<file path="config.mk">
export PLATFORM = sky130hd
export DESIGN_NAME = fft_frame_sched
export DESIGN_NICKNAME = d
export VERILOG_FILES = /design/src/rtl/fft_frame_sched_pkg.sv /design/src/rtl/fft_frame_sched_tag_fifo.sv /design/src/rtl/fft_frame_sched.sv
export SDC_FILE = /design/constraint.sdc
export NUM_CORES = 1
export LEC_CHECK = 0
export BUFFER_PORTS_ARGS = -buffer_cell sky130_fd_sc_hd__clkbuf_2
export CORE_MARGIN = 2
export CORE_UTILIZATION = 38
export DETAILED_ROUTE_END_ITERATION = 12
export PLACE_DENSITY_LB_ADDON = 0.3
export SETUP_SLACK_MARGIN = 0.15
export SLEW_MARGIN = 0
export SYNTH_ARGS = -nofsm -noshare
export SYNTH_HDL_FRONTEND = slang
export SYNTH_SLANG_ARGS = --single-unit
</file>
<file path="constraint.sdc">
create_clock -name i_clk -period 3.4 [get_ports i_clk]
set_clock_uncertainty 0.15 [all_clocks]
set_input_delay 0.17 -clock i_clk [delete_from_list [all_inputs] [get_ports i_clk]]
set_output_delay 0.17 -clock i_clk [all_outputs]
set_load 0.005 [all_outputs]
</file>
<file path="src/rtl/fft_frame_sched_pkg.sv">
// ---------------------------------------------------------------------------
// fft_sched_pkg
// Shared definitions for the FFT frame scheduler slice:
//   NUM_REQ        number of frame requesters sharing the FFT core
//   schedState_t   scheduler FSM states (IDLE, GRANT, GAP)
//   chanId_t       channel identifier carried through the tag FIFO
//   log2Ceil       ceiling log2, used to size counters and pointers
// ---------------------------------------------------------------------------
package fft_sched_pkg;

   localparam int NUM_REQ = 2;

   typedef enum logic [1:0] {
      IDLE,
      GRANT,
      GAP
   } schedState_t;

   typedef logic chanId_t;

   // Smallest n such that 2**n >= value; evaluated at elaboration time.
   function automatic int log2Ceil(input int value);
      int result;
      result = 0;
      while ((1 << result) < value) begin
         result = result + 1;
      end
      return result;
   endfunction

endpackage

</file>
<file path="src/rtl/fft_frame_sched_tag_fifo.sv">
// ---------------------------------------------------------------------------
// fft_tag_fifo
// Small synchronous FIFO holding the channel id of every frame that has been
// handed to the FFT core but not yet fully read out.
// Ports:
//   clock, reset   clock and synchronous active-high reset
//   push, pushData write a channel id (ignored when full unless popping)
//   pop            retire the head entry (ignored when empty)
//   headData       oldest channel id (only meaningful when not empty)
//   count          current occupancy 0..DEPTH
//   empty          occupancy is zero
// ---------------------------------------------------------------------------
module fft_tag_fifo
   import fft_sched_pkg::*;
#(
   parameter int DEPTH   = 2,
   parameter int COUNT_W = 3
) (
   input  logic               clock,
   input  logic               reset,
   input  logic               push,
   input  chanId_t            pushData,
   input  logic               pop,
   output chanId_t            headData,
   output logic [COUNT_W-1:0] count,
   output logic               empty
);

   localparam int PTR_W = (DEPTH > 1) ? log2Ceil(DEPTH) : 1;

   chanId_t          storage [DEPTH];
   logic [PTR_W-1:0] rdPtr;
   logic [PTR_W-1:0] wrPtr;
   logic             full;
   logic             doPush;
   logic             doPop;

   // Pointers wrap explicitly so that non-power-of-two depths work.
   function automatic logic [PTR_W-1:0] advance(input logic [PTR_W-1:0] ptr);
      if (ptr == PTR_W'(DEPTH - 1)) begin
         return '0;
      end
      return ptr + PTR_W'(1);
   endfunction

   // Qualify push/pop against occupancy. A push into a full FIFO is still
   // accepted when the same cycle pops, because the slot being overwritten
   // is the head that is leaving.
   always_comb begin
      empty    = (count == '0);
      full     = (count == COUNT_W'(DEPTH));
      doPop    = pop && !empty;
      doPush   = push && (!full || doPop);
      headData = storage[rdPtr];
   end

   // Entry storage carries no reset; the pointers alone define validity.
   always_ff @(posedge clock) begin
      if (doPush) begin
         storage[wrPtr] <= pushData;
      end
   end

   // Pointer and occupancy bookkeeping. A simultaneous push and pop moves
   // both pointers and leaves the count unchanged.
   always_ff @(posedge clock) begin
      if (reset) begin
         rdPtr <= '0;
         wrPtr <= '0;
         count <= '0;
      end else begin
         if (doPush) begin
            wrPtr <= advance(wrPtr);
         end
         if (doPop) begin
            rdPtr <= advance(rdPtr);
         end
         if (doPush && !doPop) begin
            count <= count + COUNT_W'(1);
         end else if (doPop && !doPush) begin
            count <= count - COUNT_W'(1);
         end
      end
   end

endmodule

</file>
<file path="src/rtl/fft_frame_sched.sv">
// ---------------------------------------------------------------------------
// fft_frame_sched
// Shares one FFT core between two frame requesters. Whole frames of NFFT
// samples are granted round-robin when the core waits for data and fewer
// than MAX_INFLIGHT frames are outstanding; each frame's channel id is
// queued so core output can be tagged on the way to one downstream sink.
// Ports:
//   i_clk, i_reset              clock, synchronous active-high reset
//   i_req / o_gnt               per-channel frame request / one-hot grant
//   i_data{0,1}_{i,q}           channel samples, valid while granted
//   o_fft_valid, o_fft_data_*   registered sample stream into the core
//   i_fft_wayt_data             core is ready to accept a new frame
//   i_fft_complete, i_fft_data_* core output beats
//   o_fft_ready_recive          backpressure to the core
//   o_out_*, i_out_ready        tagged downstream stream
//   o_inflight                  frames submitted but not fully read out
//   o_err                       sticky: core output with no frame queued
// ---------------------------------------------------------------------------
module fft_frame_sched
   import fft_sched_pkg::*;
#(
   parameter int SIZE_BUFFER   = 8,
   parameter int DATA_FFT_SIZE = 16,
   parameter int DATA_OUT_SIZE = 22,
   parameter int MAX_INFLIGHT  = 2
) (
   input  logic                     i_clk,
   input  logic                     i_reset,
   input  logic [NUM_REQ-1:0]       i_req,
   output logic [NUM_REQ-1:0]       o_gnt,
   input  logic [DATA_FFT_SIZE-1:0] i_data0_i,
   input  logic [DATA_FFT_SIZE-1:0] i_data0_q,
   input  logic [DATA_FFT_SIZE-1:0] i_data1_i,
   input  logic [DATA_FFT_SIZE-1:0] i_data1_q,
   output logic                     o_fft_valid,
   output logic [DATA_FFT_SIZE-1:0] o_fft_data_i,
   output logic [DATA_FFT_SIZE-1:0] o_fft_data_q,
   input  logic                     i_fft_wayt_data,
   input  logic                     i_fft_complete,
   input  logic [DATA_OUT_SIZE-1:0] i_fft_data_i,
   input  logic [DATA_OUT_SIZE-1:0] i_fft_data_q,
   output logic                     o_fft_ready_recive,
   output logic                     o_out_valid,
   output logic                     o_out_last,
   output logic                     o_out_ch,
   output logic [DATA_OUT_SIZE-1:0] o_out_data_i,
   output logic [DATA_OUT_SIZE-1:0] o_out_data_q,
   input  logic                     i_out_ready,
   output logic [2:0]               o_inflight,
   output logic                     o_err
);

   localparam int NFFT  = 1 << SIZE_BUFFER;
   localparam int CNT_W = log2Ceil(NFFT);

   schedState_t      state;
   schedState_t      nextState;
   chanId_t          lastCh;
   chanId_t          winner;
   logic             startBurst;
   logic [CNT_W-1:0] sampleCnt;
   logic [CNT_W-1:0] outCnt;
   logic             tagEmpty;
   logic             outFire;
   logic             outLastBeat;
   logic             popTag;

   // Round-robin pick: lastCh remembers the last channel served, so on
   // contention the other one wins; otherwise the sole requester wins.
   always_comb begin
      if (i_req[0] && i_req[1]) begin
         winner = ~lastCh;
      end else begin
         winner = i_req[1];
      end
   end

   // Next-state and grant decode. A burst starts only from IDLE; requests
   // are not looked at during GRANT or GAP, so a requester withdrawing
   // mid-frame cannot cut the burst short. The grant follows lastCh, which
   // during GRANT is the channel currently being streamed.
   always_comb begin
      nextState  = state;
      startBurst = 1'b0;
      o_gnt      = '0;
      case (state)
         IDLE: begin
            if (i_fft_wayt_data && (o_inflight < 3'(MAX_INFLIGHT)) && (|i_req)) begin
               nextState  = GRANT;
               startBurst = 1'b1;
            end
         end
         GRANT: begin
            o_gnt[lastCh] = 1'b1;
            if (sampleCnt == CNT_W'(NFFT - 1)) begin
               nextState = GAP;
            end
         end
         GAP: begin
            nextState = IDLE;
         end
         default: begin
            nextState = IDLE;
         end
      endcase
   end

   // State register, round-robin pointer and per-burst sample counter.
   // The pointer resets to channel 1 so that channel 0 is served first.
   always_ff @(posedge i_clk) begin
      if (i_reset) begin
         state     <= IDLE;
         lastCh    <= 1'b1;
         sampleCnt <= '0;
      end else begin
         state <= nextState;
         if (startBurst) begin
            lastCh    <= winner;
            sampleCnt <= '0;
         end else if (state == GRANT) begin
            sampleCnt <= sampleCnt + CNT_W'(1);
         end
      end
   end

   // Registered core input: whatever the granted channel presents this
   // cycle reaches the core next cycle. Outside a burst the data is held
   // and only the valid drops.
   always_ff @(posedge i_clk) begin
      if (i_reset) begin
         o_fft_valid  <= 1'b0;
         o_fft_data_i <= '0;
         o_fft_data_q <= '0;
      end else if (state == GRANT) begin
         o_fft_valid  <= 1'b1;
         o_fft_data_i <= lastCh ? i_data1_i : i_data0_i;
         o_fft_data_q <= lastCh ? i_data1_q : i_data0_q;
      end else begin
         o_fft_valid <= 1'b0;
      end
   end

   // Zero-latency output path. Core beats are only forwarded when a frame
   // tag exists; a stray beat with nothing queued is drained by forcing
   // ready so the core cannot stall on it.
   always_comb begin
      o_out_data_i       = i_fft_data_i;
      o_out_data_q       = i_fft_data_q;
      o_out_valid        = i_fft_complete && !tagEmpty;
      o_fft_ready_recive = i_out_ready || (i_fft_complete && tagEmpty);
      outFire            = o_out_valid && i_out_ready;
      outLastBeat        = (outCnt == CNT_W'(NFFT - 1));
      o_out_last         = o_out_valid && outLastBeat;
      popTag             = outFire && outLastBeat;
   end

   // Output beat counter (wraps on the frame's last handshake) and the
   // sticky protocol error flag.
   always_ff @(posedge i_clk) begin
      if (i_reset) begin
         outCnt <= '0;
         o_err  <= 1'b0;
      end else begin
         if (outFire) begin
            outCnt <= outLastBeat ? '0 : outCnt + CNT_W'(1);
         end
         if (i_fft_complete && tagEmpty) begin
            o_err <= 1'b1;
         end
      end
   end

   fft_tag_fifo #(
      .DEPTH   (MAX_INFLIGHT),
      .COUNT_W (3)
   ) tagFifo (
      .clock    (i_clk),
      .reset    (i_reset),
      .push     (startBurst),
      .pushData (winner),
      .pop      (popTag),
      .headData (o_out_ch),
      .count    (o_inflight),
      .empty    (tagEmpty)
   );

endmodule

</file>
==> metrics.md, run 1 <==
| Metric | Value |
|---|---|
| Outcome | `completed` |
| Die Wd | `93.65 um` |
| Clock latency on the worst-skew pair | `0.33 ns` |
| Number of enable flip-flop cells after synthesis | `2` |
| GPL Wtd Cong | `0.7226` |
| Resized cells post-CTS | `0` |
| Crit path time final | `2.749 ns` |
| Initial Util | `39.32%` |
| Grt ovf | `0` |
| Crit path capture type | `register` |
| Unrepaired setup endpoints after global routing | `false` |
| Crit path DAT | `2.85 ns` |
| Tot GR Track Use | `15.56%` |
| Hold_buf cts | `6` |
| Most frequent cells in the layout | `clkbuf_2, dfxtp_1, nor2_1` |
| Vias in the first global route | `2376` |
| Port bufs | `113` |
| Share of cells above drive strength 1 | `34.31%` |
| Placed Cells | `488` |
| DIE HEIGHT | `93.65 um` |
| Core Util, Final | `46.91%` |
| CP startpoint kind | `register` |
| Final nets | `522` |
| Synth Net Count | `452` |
| Critical Path Fanout Max | `7` |
| Clk root buf | `clkbuf_8` |
| Core Box Area | `7767 um^2` |
| Final HPWL DP | `4.969 mm` |
| Max Buffers Root-to-Sink | `2` |
| Final Max Slew Viols | `0` |
| Asr flop ratio synth | `0%` |
| Drt total wl | `6.753 mm` |
| Filler cells | `763` |
| Largest net degree at the start of global routing | `41` |
| Synth Flop Type | `dfxtp_1` |
| H-tree depth | `3` |
| Rows | `32` |
| Worst-margin pin slew | `1.027 ns` |
| Total CTS buffers | `9` |
| Final number of setup-violating endpoints | `0` |
| Per-cell routed wire length | `13.24 um` |
| Post-synthesis sequential area ratio | `40.64%` |
| Cell Area, Synth | `3054 um^2` |
| Via density | `5.002` |
| Rel. slew slack | `31.53%` |
| Hold WS | `0.01421 ns` |
| DRT Pass-1 Iters | `4` |
| Leakage power | `1.719 nW` |
| Final cell count without fillers | `510` |
| Footprint of the multi-input gates | `1376 um^2` |
| Initial antenna violation count | `0` |
| Initial DRC Count | `62` |
| Maximum vdd drop | `0.2198 mV` |
| Synth-to-Final Area Change | `19.30%` |
| Mapped Avg Cell Area | `9.172 um^2` |
| Period utilization | `80.85%` |
| #FFs+latches synth | `61` |
| TritonCTS Sinks | `61` |
| Pwr/cell area | `576.6 nW/um^2` |
| Ant diodes | `0` |
| Max Clock Freq | `363.8 MHz` |
| Count of different cell masters after synthesis | `41` |
| Hold Vio Cnt, Final | `0` |
| Clk slew on worst S/H paths | `0.07 ns` |
| Routed Antenna Nets | `0` |
| Overall die area | `8770 um^2` |
| Gate Count Post-Synth | `333` |
| I/O pins | `202` |
| Total setup buffers inserted after CTS | `0` |
| First-pass GRT wire length | `10.81 mm` |
| Yosys Warn Count | `0` |
| Commonest non-fill, non-tap cell in the layout | `clkbuf_2` |
| Req. time, crit path | `3.50 ns` |
| TNS Setup | `0 ns` |
| CP Class | `register to register` |
| Min-Delay Path Class | `primary input to register` |
| Total number of vias | `2551` |
| Reg area | `1242 um^2` |
| R2R setup slack | `0.65 ns` |
| # DRC | `0` |
| CTS tree | `built` |
| Max cap viols | `0` |
[synthesized netlist by cell type (7+ instances only)]
| cell type | n | area [um^2] |
|---|---|---|
| inv_1 | 8 | 30.03 |
| a211oi_1 | 32 | 240.2 |
| o21ai_0 | 8 | 40.04 |
| mux2i_1 | 34 | 340.3 |
| buf_4 | 44 | 330.3 |
| a21oi_1 | 17 | 85.08 |
| clkbuf_1 | 7 | 26.28 |
| or4_1 | 8 | 60.06 |
| or3_1 | 7 | 43.79 |
| buf_2 | 7 | 35.03 |
| o31ai_1 | 9 | 67.56 |
| nor2_1 | 41 | 153.9 |
| dfxtp_1 | 59 | 1181 |
[worst max-delay path, cell delays in order (launching register included)]
cell and delay (ns):
dfxtp_1 0.38, or4b_4 0.59, or2_1 0.29, inv_2 0.06
ha_1 0.17, inv_1 0.06, fa_1 0.37, xor2_1 0.15
or3_1 0.31, a21oi_1 0.14
[where the power goes]
part	switching, W	leakage (nW)	total (W)	internal, W
sequential	0.000102	0.501	0.000920	0.000819
clock	0.000272	0.113	0.000664	0.000392
combinational	0.000255	1.11	0.000517	0.000262
total	0.000629	1.72	0.00210	0.00147
[cell type report]
| class | instances | share of cell area, % |
|---|---|---|
| multi-input cells | 200 | 37.77 |
| flip-flops and latches | 61 | 34.10 |
| repair buffers | 122 | 17.79 |
| clock buffers | 14 | 5.632 |
| well taps | 102 | 3.503 |
| inverters | 9 | 0.9272 |
| clock inverters | 2 | 0.2747 |
[layer usage]
layer	wire length, um	vias to the layer above	GRT usage, %
li1	-	1289	-
met1	2717	1162	17.33
met2	3466	81	27.46
met3	433	19	4.735
met4	136	0	6.522
met5	0	-	0
[kinds of logic (layout without fill, tap and decap cells)]
logic type	after synthesis	after routing	share of synthesized area [%]
AOI/OAI and AO/OA	73	73	16.14
xor gates and xnor gates	5	5	1.434
adders and majority gates	4	4	1.885
buffers and inverters	72	147	14.54
DFF	61	61	40.64
muxes	35	35	11.51
and+or+nand+nor	83	83	13.85
[worst paths after layout]
check	startpoint	endpoint	cells past startpoint
hold reg to reg	sampleCnt[1]	sampleCnt[1]	2
setup reg to reg	tagFifo.count[1]	tagFifo.count[2]	9
hold / removal	i_data0_i[8]	o_fft_data_i[8]	3
setup / recovery	tagFifo.count[1]	tagFifo.count[2]	9
[flip-flops by register name, indices dropped and copies added, names as in the netlist, named ones only]
name,count
sampleCnt,8
outCnt,8
tagFifo.rdPtr,1
o_fft_valid,1
lastCh,1
o_fft_data_q,16
state,2
o_fft_data_i,16
tagFifo.count,3
o_err,1
tagFifo.storage,2
tagFifo.wrPtr,1
[stage by stage]
step / instance area, um^2 / setup slack [ns] / power (W)
2_1_floorplan: 3054 / 0.7844 / 0.001293
3_3_place_gp: 3368 / 0.7251 / 0.001445
3_5_place_dp: 3368 / 0.6404 / 0.001457
4_1_cts: 3643 / 0.6352 / 0.002137
5_1_grt: 3643 / 0.5036 / 0.002245
6_report: 3643 / 0.6512 / 0.002101
(Power assumes the default switching activity.)
==> inputs of run 2 (changes only) <==
==> constraint.sdc (replaced) <==
create_clock -name i_clk -period 2.5 [get_ports i_clk]
set_clock_uncertainty 0.15 [all_clocks]
set_input_delay 0.125 -clock i_clk [delete_from_list [all_inputs] [get_ports i_clk]]
set_output_delay 0.125 -clock i_clk [all_outputs]
set_load 0.005 [all_outputs]
==> run 2 against run 1 <==
- the flow now finishes with violations (setup timing)
- final area rose by 16%
- global-route usage is 1.2 points higher
- routed wire length rose by 12%
- sequential share of layout area shrank 4.7 points
- clock power is 46% higher
- setup slack lost 0.68 ns
- maximum frequency increased by 8.9%
- critical path type unchanged
==> metrics.md, run 2 (synthesis results as in run 1) <==
| Metric | Value |
|---|---|
| Outcome | `finished, violations left (was completed)` |
| Failing checks | `setup timing` |
| Worst setup margin | `-0.02382 ns (was 0.6512 ns)` |
| Reg area | `1246 um^2 (was 1242 um^2)` |
| Die Wd | `93.65 um (unchanged)` |
| Crit path time final | `2.524 ns (was 2.749 ns)` |
| CTS tree | `built (unchanged)` |
| Dpl cell area | `3466 um^2 (was 3368 um^2)` |
| H-tree depth | `3 (unchanged)` |
| Final Max Slew Viols | `0 (unchanged)` |
| Hold WS | `0.01650 ns (was 0.01421 ns)` |
| Most frequent cells in the layout | `clkbuf_2, dfxtp_1, dlygate4sd3_1 (was clkbuf_2, dfxtp_1, nor2_1)` |
| Max Buffers Root-to-Sink | `2 (unchanged)` |
| Period utilization | `101.0% (was 80.85%)` |
| Initial DRC Count | `48 (was 62)` |
| Clk root buf | `clkbuf_8 (unchanged)` |
| TritonCTS Sinks | `61 (unchanged)` |
| Pwr/cell area | `737.4 nW/um^2 (was 576.6 nW/um^2)` |
| Worst-margin pin slew | `0.5050 ns (was 1.027 ns)` |
| Hold Vio Cnt, Final | `0 (unchanged)` |
| Top Registers | `o_fft_data_i: 16 flops, o_fft_data_q: 16 flops (unchanged)` |
| DIE HEIGHT | `93.65 um (unchanged)` |
| GPL Wtd Cong | `0.7351 (was 0.7226)` |
| Vias in the first global route | `2570 (was 2376)` |
| Final number of setup-violating endpoints | `1 (was 0)` |
| Final HPWL DP | `4.762 mm (was 4.969 mm)` |
| Clk slew on worst S/H paths | `0.07 ns (about the same)` |
| Sequence of cells on the critical path | `or4b_4 > or2_4 > inv_2 > ha_4 > inv_1 > fa_2 > xor2_1 > or3_1 > a21oi_1 (was or4b_4 > or2_1 > inv_2 > ha_1 > inv_1 > fa_1 > xor2_1 > or3_1 > a21oi_1)` |
| Setup slack at placement | `-0.03495 ns (was 0.6404 ns)` |
| Grt ovf | `0 (unchanged)` |
| Port bufs | `113 (unchanged)` |
| TNS Setup | `-0.02382 ns (was 0 ns)` |
| CP peak stage delay | `0.54 ns (was 0.59 ns)` |
| Crit-path slowest cell | `or4b_4 (unchanged)` |
| Unrepaired setup endpoints after global routing | `true (was false)` |
| Synth-to-Final Area Change | `38.55% (was 19.30%)` |
| Via density | `4.876 (was 5.002)` |
| Filler cells | `693 (was 763)` |
| Drt total wl | `7.571 mm (was 6.753 mm)` |
| Initial Util | `39.32% (unchanged)` |
| Footprint of the multi-input gates | `1394 um^2 (was 1376 um^2)` |
| Worst path bufs/invs | `2 (unchanged)` |
| Max cap viols | `0 (unchanged)` |
| CP startpoint kind | `register (unchanged)` |
| # DRC | `0 (unchanged)` |
| Crit path DAT | `2.63 ns (was 2.85 ns)` |
| First-pass GRT wire length | `11.51 mm (was 10.81 mm)` |
| Crit path capture type | `register (unchanged)` |
| Crit path max-delay family | `simple AND/OR/NAND/NOR gates (unchanged)` |
| DRT Pass-1 Iters | `4 (unchanged)` |
| Clock latency on the worst-skew pair | `0.34 ns (was 0.33 ns)` |
| I/O pins | `202 (unchanged)` |
| Largest net degree at the start of global routing | `56 (was 41)` |
| Total setup buffers inserted after CTS | `0 (unchanged)` |
| Min-Delay Path Class | `primary input to register (unchanged)` |
| Initial antenna violation count | `0 (unchanged)` |
| Final nets | `577 (was 522)` |
| Final instance area | `4232 um^2 (was 3643 um^2)` |
| Rel. slew slack | `66.13% (was 31.53%)` |
| Rows | `32 (unchanged)` |
| Req. time, crit path | `2.61 ns (was 3.50 ns)` |
| Leakage power | `1.954 nW (was 1.719 nW)` |
| Critical Path Fanout Max | `5 (was 7)` |
| Total number of vias | `2755 (was 2551)` |
| Routed Antenna Nets | `0 (unchanged)` |
| Overall die area | `8770 um^2 (unchanged)` |
| CP Class | `register to register (unchanged)` |
| Total CTS buffers | `9 (unchanged)` |
| Share of cells above drive strength 1 | `33.26% (was 34.31%)` |
| Core Box Area | `7767 um^2 (unchanged)` |
| Per-cell routed wire length | `13.40 um (was 13.24 um)` |
| Maximum vdd drop | `0.3316 mV (was 0.2198 mV)` |
| Ant diodes | `0 (unchanged)` |
| Tot GR Track Use | `16.74% (was 15.56%)` |
| Max Clock Freq | `396.2 MHz (was 363.8 MHz)` |
| Commonest non-fill, non-tap cell in the layout | `clkbuf_2 (unchanged)` |
-- run 2: area by class of cell --
type / count / share of cell area [%]
multi-input cells: 200 / 32.94
flip-flops and latches: 61 / 29.45
clock inverters: 7 / 2.365
clock buffers: 9 / 2.927
well taps: 102 / 3.016
repair buffers: 177 / 28.50
inverters: 9 / 0.7983
-- run 2: per-stage QoR --
stage	total power [W]	utilization (%)	cells
after floorplan	0.001774	-	333
after global placement	0.002028	44.62	495
after detailed placement	0.002051	44.62	495
after CTS	0.003151	54.48	565
after global routing	0.003311	54.48	565
final	0.003120	54.48	565
-- run 2: worst paths after layout --
path / from / cells past startpoint / end / slack (ns)
worst max-delay path: state[1] / 9 / tagFifo.count[2] / -0.02
worst min-delay path: i_data0_q[9] / 3 / o_fft_data_q[9] / 0.02
worst max register to register: state[1] / 9 / tagFifo.count[2] / -0.02
worst min register to register: o_err / 2 / o_err / 0.33
-- run 2: power by group --
| part | switching (W) | leakage [nW] | internal (W) | total, W |
|---|---|---|---|---|
| combinational | 0.000433 | 1.35 | 0.000510 | 0.000943 |
| clock | 0.000403 | 0.102 | 0.000564 | 0.000967 |
| sequential | 0.0000955 | 0.502 | 0.00111 | 0.00121 |
| total | 0.000932 | 1.95 | 0.00219 | 0.00312 |
-- run 2: tightest hold or removal path: cells and delay by family --
kind | cells | cell delay [ns]
buf+inv | 1 | 0.08
mux | 1 | 0.15
compound gates | 1 | 0.09
-- run 2: layer usage --
metal | wire [um] | global-route usage [%] | up-vias | part of all wire (%)
li1 | - | - | 1398 | -
met1 | 3323 | 18.92 | 1238 | 44
met2 | 3492 | 28.96 | 109 | 46
met3 | 636 | 4.735 | 10 | 8.4
met4 | 119 | 8.092 | 0 | 1.6
met5 | 0 | 0 | - | 0
-- run 2: timing repair --
| action | 4_1_cts | 5_1_grt |
|---|---|---|
| setup endpoints to repair | 1 | 1 |
| hold buffers | 54 | 0 |
| gates resized for setup | 1 | 0 |
| cloned | 0 | 0 |
| endpoints found under the hold margin | 30 | 0 |
